`src/rtl/byte_pixel_sequencer_pkg.sv`:
```
// Shared constants and helpers for the byte-to-pixel packing path.
package byte_pixel_sequencer_pkg;

    localparam int unsigned PIX_W         = 24;
    localparam int unsigned BYTE_W        = 8;
    localparam int unsigned BYTES_PER_PIX = 3;

    // 1080p active-video defaults
    localparam int unsigned DEF_H_ACTIVE  = 1920;
    localparam int unsigned DEF_V_ACTIVE  = 1080;
    localparam int unsigned DEF_HCNT_W    = 12;
    localparam int unsigned DEF_VCNT_W    = 11;

    localparam logic [1:0] IDX_LAST = 2'(BYTES_PER_PIX - 1);

    function automatic logic [1:0] next_idx(input logic [1:0] idx);
        return (idx == IDX_LAST) ? 2'd0 : idx + 2'd1;
    endfunction

endpackage

```
`src/rtl/video_pos_counter.sv`:
```
// Pixel/line position tracker: advances on each accepted pixel and flags
// first-of-frame, last-of-line and end-of-frame.
module video_pos_counter
    import byte_pixel_sequencer_pkg::*;
#(
    parameter int unsigned H_ACTIVE = DEF_H_ACTIVE,
    parameter int unsigned V_ACTIVE = DEF_V_ACTIVE,
    parameter int unsigned HCNT_W   = DEF_HCNT_W,
    parameter int unsigned VCNT_W   = DEF_VCNT_W
) (
    input  logic clk_i,
    input  logic rst_ni,
    input  logic clear_i,
    input  logic advance_i,
    output logic sof_o,
    output logic eol_o,
    output logic frame_done_o
);

    localparam logic [HCNT_W-1:0] H_LAST = HCNT_W'(H_ACTIVE - 1);
    localparam logic [VCNT_W-1:0] V_LAST = VCNT_W'(V_ACTIVE - 1);

    logic [HCNT_W-1:0] hcnt_q, hcnt_d;
    logic [VCNT_W-1:0] vcnt_q, vcnt_d;

    assign sof_o        = (hcnt_q == '0) & (vcnt_q == '0);
    assign eol_o        = (hcnt_q == H_LAST);
    assign frame_done_o = advance_i & eol_o & (vcnt_q == V_LAST);

    always_comb begin
        hcnt_d = hcnt_q;
        vcnt_d = vcnt_q;
        if (clear_i) begin
            hcnt_d = '0;
            vcnt_d = '0;
        end else if (advance_i) begin
            if (eol_o) begin
                hcnt_d = '0;
                vcnt_d = (vcnt_q == V_LAST) ? '0 : vcnt_q + VCNT_W'(1);
            end else begin
                hcnt_d = hcnt_q + HCNT_W'(1);
            end
        end
    end

    always_ff @(posedge clk_i or negedge rst_ni) begin
        if (!rst_ni) begin
            hcnt_q <= '0;
            vcnt_q <= '0;
        end else begin
            hcnt_q <= hcnt_d;
            vcnt_q <= vcnt_d;
        end
    end

endmodule

```
`src/rtl/byte_pixel_sequencer.sv`:
```
// Drains the byte FIFO, packs three bytes (LSB first) into a 24-bit pixel and
// presents it on a valid/ready port tagged with sof/eol.
module byte_pixel_sequencer
    import byte_pixel_sequencer_pkg::*;
#(
    parameter int unsigned H_ACTIVE = DEF_H_ACTIVE,
    parameter int unsigned V_ACTIVE = DEF_V_ACTIVE,
    parameter int unsigned HCNT_W   = DEF_HCNT_W,
    parameter int unsigned VCNT_W   = DEF_VCNT_W
) (
    input  logic              tx_clock,
    input  logic              tx_rst_n,
    input  logic              enable,
    input  logic              flush,
    input  logic              fifo_empty,
    output logic              fifo_rd_ena,
    input  logic [BYTE_W-1:0] fifo_dout,
    output logic [PIX_W-1:0]  pix_data,
    output logic              pix_valid,
    input  logic              pix_ready,
    output logic              pix_sof,
    output logic              pix_eol,
    output logic              frame_done,
    output logic              busy
);

    logic [1:0]          rd_idx_q, rd_idx_d;
    logic                arr_vld_q, arr_vld_d;
    logic [1:0]          arr_idx_q, arr_idx_d;
    logic [2*BYTE_W-1:0] acc_q, acc_d;
    logic [PIX_W-1:0]    pix_data_q, pix_data_d;
    logic                pix_valid_q, pix_valid_d;
    logic                handshake, load, sof, eol;

    // The last byte of a pixel is only read once the output register is
    // guaranteed free by the time it lands.
    assign fifo_rd_ena = tx_rst_n & enable & ~fifo_empty & ~flush &
                         ((rd_idx_q != IDX_LAST) | ~pix_valid_q | pix_ready);
    assign handshake   = pix_valid_q & pix_ready;
    assign load        = arr_vld_q & (arr_idx_q == IDX_LAST) & ~flush;

    always_comb begin
        rd_idx_d    = fifo_rd_ena ? next_idx(rd_idx_q) : rd_idx_q;
        arr_vld_d   = fifo_rd_ena;
        arr_idx_d   = rd_idx_q;
        acc_d       = acc_q;
        pix_data_d  = pix_data_q;
        pix_valid_d = pix_valid_q;
        if (flush) begin
            rd_idx_d    = '0;
            acc_d       = '0;
            pix_data_d  = '0;
            pix_valid_d = 1'b0;
        end else begin
            if (arr_vld_q) begin
                case (arr_idx_q)
                    2'd0:    acc_d[BYTE_W-1:0]        = fifo_dout;
                    2'd1:    acc_d[2*BYTE_W-1:BYTE_W] = fifo_dout;
                    default: ;
                endcase
            end
            if (load) begin
                pix_data_d  = {fifo_dout, acc_q};
                pix_valid_d = 1'b1;
            end else if (handshake) begin
                pix_valid_d = 1'b0;
            end
        end
    end

    always_ff @(posedge tx_clock or negedge tx_rst_n) begin
        if (!tx_rst_n) begin
            rd_idx_q    <= '0;
            arr_vld_q   <= 1'b0;
            arr_idx_q   <= '0;
            acc_q       <= '0;
            pix_data_q  <= '0;
            pix_valid_q <= 1'b0;
        end else begin
            rd_idx_q    <= rd_idx_d;
            arr_vld_q   <= arr_vld_d;
            arr_idx_q   <= arr_idx_d;
            acc_q       <= acc_d;
            pix_data_q  <= pix_data_d;
            pix_valid_q <= pix_valid_d;
        end
    end

    video_pos_counter #(
        .H_ACTIVE (H_ACTIVE),
        .V_ACTIVE (V_ACTIVE),
        .HCNT_W   (HCNT_W),
        .VCNT_W   (VCNT_W)
    ) u_pos (
        .clk_i        (tx_clock),
        .rst_ni       (tx_rst_n),
        .clear_i      (flush),
        .advance_i    (handshake),
        .sof_o        (sof),
        .eol_o        (eol),
        .frame_done_o (frame_done)
    );

    assign pix_data  = pix_data_q;
    assign pix_valid = pix_valid_q;
    assign pix_sof   = pix_valid_q & sof;
    assign pix_eol   = pix_valid_q & eol;
    assign busy      = (rd_idx_q != 2'd0) | arr_vld_q | pix_valid_q;

    load_into_free_reg: assert property (@(posedge tx_clock) disable iff (!tx_rst_n)
        load |-> !pix_valid_q);
    no_read_when_empty: assert property (@(posedge tx_clock) disable iff (!tx_rst_n)
        fifo_rd_ena |-> !fifo_empty);

endmodule

```
`config.mk`:
```
export PLATFORM = sky130hd
export DESIGN_NAME = byte_pixel_sequencer
export DESIGN_NICKNAME = d
export VERILOG_FILES = /design/src/rtl/byte_pixel_sequencer_pkg.sv /design/src/rtl/video_pos_counter.sv /design/src/rtl/byte_pixel_sequencer.sv
export SDC_FILE = /design/constraint.sdc
export NUM_CORES = 1
export LEC_CHECK = 0
export ABC_AREA = 1
export BUFFER_PORTS_ARGS = -buffer_cell sky130_fd_sc_hd__buf_2
export CORE_AREA = 2 2 91 93
export DETAILED_ROUTE_END_ITERATION = 12
export DIE_AREA = 0 0 93 95
export GPL_ROUTABILITY_DRIVEN = 1
export PLACE_DENSITY_LB_ADDON = 0.12
export SLEW_MARGIN = 10
export SYNTH_ARGS = -nofsm -noshare
export SYNTH_HDL_FRONTEND = slang
export SYNTH_SLANG_ARGS = --single-unit
```
`constraint.sdc`:
```
create_clock -name tx_clock -period 1.5 [get_ports tx_clock]
set_input_delay 0.3 -clock tx_clock [delete_from_list [all_inputs] [get_ports tx_clock]]
set_output_delay 0.3 -clock tx_clock [all_outputs]
set_load 0.005 [all_outputs]
```
# Yosys cells after proc, flatten, opt, wreduce, memory -nomap -nowiden

Cells that the tools add are included.

Register bits after elaboration: 69
Logic and storage cells: 71
Input port bits: 14

$add $sub $neg: 3
Equality and inequality tests: 6
Bitwise operators: 19
Reduce and logical (&&, ||, !) cells: 15
Multiplexer cells: 19

Operators by type and width:

| cell                                                   | number |
|---|---|
| two-way mux 24 bit                                     | 2 |
| two-way mux 11 bit                                     | 4 |
| two-way mux 12 bit                                     | 3 |
| two-way mux 16 bit                                     | 2 |
| two-way mux 8 bit                                      | 2 |
| nonzero test 2 bit                                     | 8 |
| adder 12 x 1 -> 12 bit (second input constant)         | 1 |
| bitwise AND 1 bit                                      | 12 |
| equality test 12 x 11 -> 1 bit (second input constant) | 1 |
| zero test 12 bit                                       | 1 |
| adder 11 x 1 -> 11 bit (second input constant)         | 1 |
| equality test 11 bit (second input constant)           | 1 |
| zero test 11 bit                                       | 1 |
| two-way mux 2 bit                                      | 3 |
| AND reduction 2 bit                                    | 3 |
| equality test 2 bit (second input constant)            | 2 |
| OR 1 bit                                               | 4 |
| two-way mux 1 bit                                      | 3 |
| inverter 1 bit                                         | 3 |
| nonzero test 3 bit                                     | 1 |
| adder 2 x 1 -> 2 bit (second input constant)           | 1 |
| equality test 2 x 1 -> 1 bit (second input constant)   | 1 |
| zero test 2 bit                                        | 1 |
| != test 2 bit (second input constant)                  | 1 |

# Logic depth before layout (Yosys ltp)

Depth in word-level cells: 6
Gate-level depth with buffers: 9

# Cells and area by module

A second synthesis with hierarchy kept.

Cells, all modules: 465
Area total of the unflattened synthesis: 3567.2 µm²

By module, submodules not included:

| module               | seq. area each (µm²) | instances | cells an instance | area an instance (µm²) |
|---|---|---|---|---|
| byte_pixel_sequencer | 1151.1               | 1         | 229               | 2029.4 |
| video_pos_counter    | 575.6                | 1         | 236               | 1537.7 |

# Worst setup path after synthesis

Ideal clock, no wire load.

Path kind: reg-to-output
Start: register u_pos.hcnt_q[0]
End: output port frame_done
Path slack: 0.131 ns
Stages on the path, launching flop included: 6
Arrival time: 1.069 ns
Cells stage by stage: dfrtp_1 -> ha_1 -> nand2_2 -> nor2_2 -> nand2_1 -> nor3_1

Longest elaborated chain between the ends: 3

Ends and longest elaborated chain:

| element                         | RTL line                   | text |
|---|---|---|
| from (decl)                     | video_pos_counter.sv:23    | `logic [HCNT_W-1:0] hcnt_q, hcnt_d;` |
| from (signal assigned)          | video_pos_counter.sv:51    | `hcnt_q <= hcnt_d;` |
| equality test 12 x 11 -> 1 bit  | video_pos_counter.sv:27    | `assign eol_o = (hcnt_q == H_LAST);` |
| bitwise AND 1 bit (2 in series) | video_pos_counter.sv:28    | `assign frame_done_o = advance_i & eol_o & (vcnt_q == V_LAST);` |
| to (decl)                       | byte_pixel_sequencer.sv:23 | `output logic frame_done,` |

Every way passes these cells.

# Final worst setup path

Start: register u_pos.vcnt_q[2]
End: output port pix_sof

Longest elaborated chain between the ends: 3

Ends and longest elaborated chain:

| element                | RTL line                    | text |
|---|---|---|
| from (decl)            | video_pos_counter.sv:24     | `logic [VCNT_W-1:0] vcnt_q, vcnt_d;` |
| from (signal assigned) | video_pos_counter.sv:52     | `vcnt_q <= vcnt_d;` |
| zero test 11 bit       | video_pos_counter.sv:26     | `assign sof_o = (hcnt_q == '0) & (vcnt_q == '0);` |
| bitwise AND 1 bit      | video_pos_counter.sv:26     |  |
| bitwise AND 1 bit      | byte_pixel_sequencer.sv:106 | `assign pix_sof = pix_valid_q & sof;` |
| to (decl)              | byte_pixel_sequencer.sv:21  | `output logic pix_sof,` |

Every way passes these cells.

==> metrics.md <==
| Metric | Value |
|---|---|
| Min Tclk post-route | `1.85 ns` |
| CP max-delay cell | `dfrtp_1` |
| Buffers on Ports | `43` |
| First-pass GRT wire length | `14300 um` |
| CP Capture Type | `output pin` |
| DIE HEIGHT | `95 um` |
| Fin util | `57.7%` |
| Global Route met2 Usage | `35.1%` |
| Fin Setup TNS | `-2.13 ns` |
| Die outline width | `93 um` |
| Cell total after placement | `578` |
| Max-Slew Margin vs Limit | `41.3%` |
| Crit path from | `u_pos.vcnt_q[2]` |
| Register area share after synthesis | `50.6%` |
| Vias | `3119` |
| PwrDens | `936 mW/mm^2` |
| Worst-skew pair later-pin latency | `0.35 ns` |
| Cell variety after synth | `30` |
| CORE AREA | `0.00793 sq mm` |
| Routability cong. | `0.890` |
| Layout cells sized above 1 | `34.4%` |
| Syn. warnings | `0` |
| Worst R2R Path Depth | `9` |
| Failing checks | `setup timing` |
| Die area | `0.00884 sq mm` |
| Cts hold-fix bufs | `0` |
| Setup violators final | `23` |
| Worst Path Max Fanout | `6` |
| Grt ovf | `0` |
| Slew Limit Fails | `0` |
| CTS max path bufs | `2` |
| WL per Instance | `14.5 um` |
| Iter 0 DRT Violations | `119` |
| Reg2reg start | `u_pos.hcnt_q[1]` |
| Final Hold Viols | `0` |
| Leakage | `0.00222 uW` |
| CTS H-tree lvls | `3` |
| ANT nets after route | `0` |
| I/O pins | `44` |
| FP Rows | `33` |
| Post-synthesis cell area | `0.00341 sq mm` |
| Met1 Use GR | `27.6%` |
| Nature of the critical path startpoint | `flop` |
| Sink Count | `69` |
| Post-detail-place hpwl | `5670 um` |
| Vias in the first global route | `2969` |
| Drt drc | `0` |
| Synth Area in Compound Gates | `11.2%` |
| Final worst setup slack | `-0.346 ns` |
| Design Area, Final | `0.00458 sq mm` |
| Worst setup path end | `pix_sof` |
| CTS Buf Count | `9` |
| Main combinational cell family by area after synthesis | `simple AND/OR/NAND/NOR gates` |
| GR Util met3 | `3.67%` |
| Max-cap viol count | `0` |
| Setup Skew | `0.0123 ns` |
| All-Layer GR Usage | `21.0%` |
| Fmax | `0.542 GHz` |
| Cells along the critical path | `nor4_1 > nand2_1 > nor2_1 > buf_2` |
| TritonCTS clock tree | `done` |
| Mux contribution to synthesized area | `0%` |
| Starting density of the core | `43.1%` |
| Worst Path Required | `1.20 ns` |
| NumNets Final | `519` |
| Peak VDD IR | `0.000651 V` |
| Reg-to-Reg End | `u_pos.hcnt_q[5]` |
| Clock root buffer | `clkbuf_8` |
| Clock slew seen by the registers of the worst setup and hold paths | `0.08 ns` |
| Setup slack, reg-to-reg | `-0.12 ns` |
| Seq cells post-synth | `69` |
| Synth Area in XOR/XNOR | `0.513%` |
| Status | `finished with violations` |
| Largest net degree at the start of global routing | `70` |
| RSZ-0062 raised after global routing | `yes` |
| GRT busiest layer | `met2` |
| Avg Cell Area, Syn | `8.11 sq um` |
| WP data arrival | `1.55 ns` |
| WL final | `8840 um` |
| Drt pass-1 iters | `4` |
| Tcrit/Tclk final | `123%` |
| Antenna fix cells | `0` |
| Min-Delay Path Class | `primary input to asynchronous set/reset pin` |
| Synth Area in Simple Gates | `27.5%` |
| Critical path type | `flop to output pin` |
| DR vias/cell | `5.10` |
| Post-Syn Nets | `439` |
| Worst-Margin Slew | `0.880 ns` |
| Post-Synth Adder-Cell Area | `1.47%` |
| Post-route insts no fill | `611` |
| Gate Count Post-Synth | `421` |
| Initial antenna violation count | `0` |
| Max incr delay on CP | `0.48 ns` |
| Area after DPL | `0.00388 sq mm` |
| Area Overhead vs Synth | `34.0%` |
==> where the power goes <==
part	switching [uW]	internal [uW]	leakage (uW)
clock network	803	957	0.000111
logic	298	207	0.00118
registers	68.4	1950	0.000932
total	1170	3110	0.00222
==> through the flow <==
step           worst slack, ns  hold slack, ns  power (uW)
5_1_grt                 -0.388           0.235        4480
3_3_place_gp         -0.000933           0.449        2410
4_1_cts                 -0.346           0.195        4270
3_5_place_dp           -0.0314           0.467        2420
2_1_floorplan            0.131         0.00441        2250
6_report                -0.346           0.156        4280
==> flip-flops by register name, summed over array words and instances, names as in the netlist <==
name / count
acc_q: 16
arr_idx_d: 2
arr_idx_q: 2
arr_vld_q: 1
pix_data: 24
pix_valid: 1
u_pos.hcnt_q: 12
u_pos.vcnt_q: 11
==> layer usage <==
metal / up-vias / share of wire [%]
met2: 76 / 51
met3: 10 / 5.1
met5: - / 0
li1: 1539 / -
met1: 1494 / 43
met4: 0 / 1.4
==> cell usage in the layout (no fill, tap or decap), types with 10 or more instances in the layout <==
cell type,n
buf_2,42
buf_4,30
dfrtp_1,62
inv_1,47
inv_2,10
nand2_1,73
nand2_2,11
nand3_1,44
nand4_1,12
nor2_1,30
o21ai_0,44
==> logic make-up after synthesis <==
kind of cell / count (synthesis)
fa+ha+maj: 4
xor+xnor: 2
compound gates: 67
simple gates: 206
buf+inv: 73
flops: 69
==> area by class of cell <==
cell class                      instances  area [sq um]
Clock buffer                            9           124
Clock inverter                          7           103
Fill cell                             758          3350
Inverter                               59           226
Multi-Input combinational cell        279          1630
Sequential cell                        69          1740
Tap cell                              105           131
Timing Repair Buffer                   83           626
==> synth_stat cells (all sizes together) <==
cell | instances | area (sq um)
o22ai | 1 | 6.26
inv | 59 | 221
ha | 4 | 50.1
nand3 | 51 | 268
nand2 | 94 | 365
dfrtp | 69 | 1730
nand4 | 12 | 75.1
a21oi | 4 | 20.0
or2 | 1 | 6.26
clkbuf | 6 | 22.5
and3 | 1 | 6.26
nand3b | 1 | 7.51
buf | 8 | 53.8
xor2 | 2 | 17.5
nor4 | 4 | 25.0
nor2 | 38 | 165
o21bai | 4 | 33.8
o21ai | 58 | 324
nor3 | 4 | 20.0
==> worst min path at each step <==
stage	end	slack (ns)	cells past startpoint
2_1_floorplan	acc_q[0]	0.004	0
3_3_place_gp	arr_idx_q[0]	0.45	0
3_5_place_dp	arr_idx_q[1]	0.47	0
4_1_cts	arr_idx_d[1]	0.20	2
5_1_grt	pix_data[19]	0.23	3
6_report	u_pos.vcnt_q[7]	0.16	2
==> worst max-delay path: cells and delay by family (launching register included) <==
family	cells	cell delay (ns)
simple gates	3	0.60
flops	1	0.48
buf+inv	1	0.13
==> repair_timing <==
action                     4_1_cts  5_1_grt
pin swaps                       10       14
setup endpoints to repair        7       29
gates cloned                     3        0
buffers inserted                14        2
gates resized for setup         29       54
Note: power is estimated with default switching activity, not from simulation.
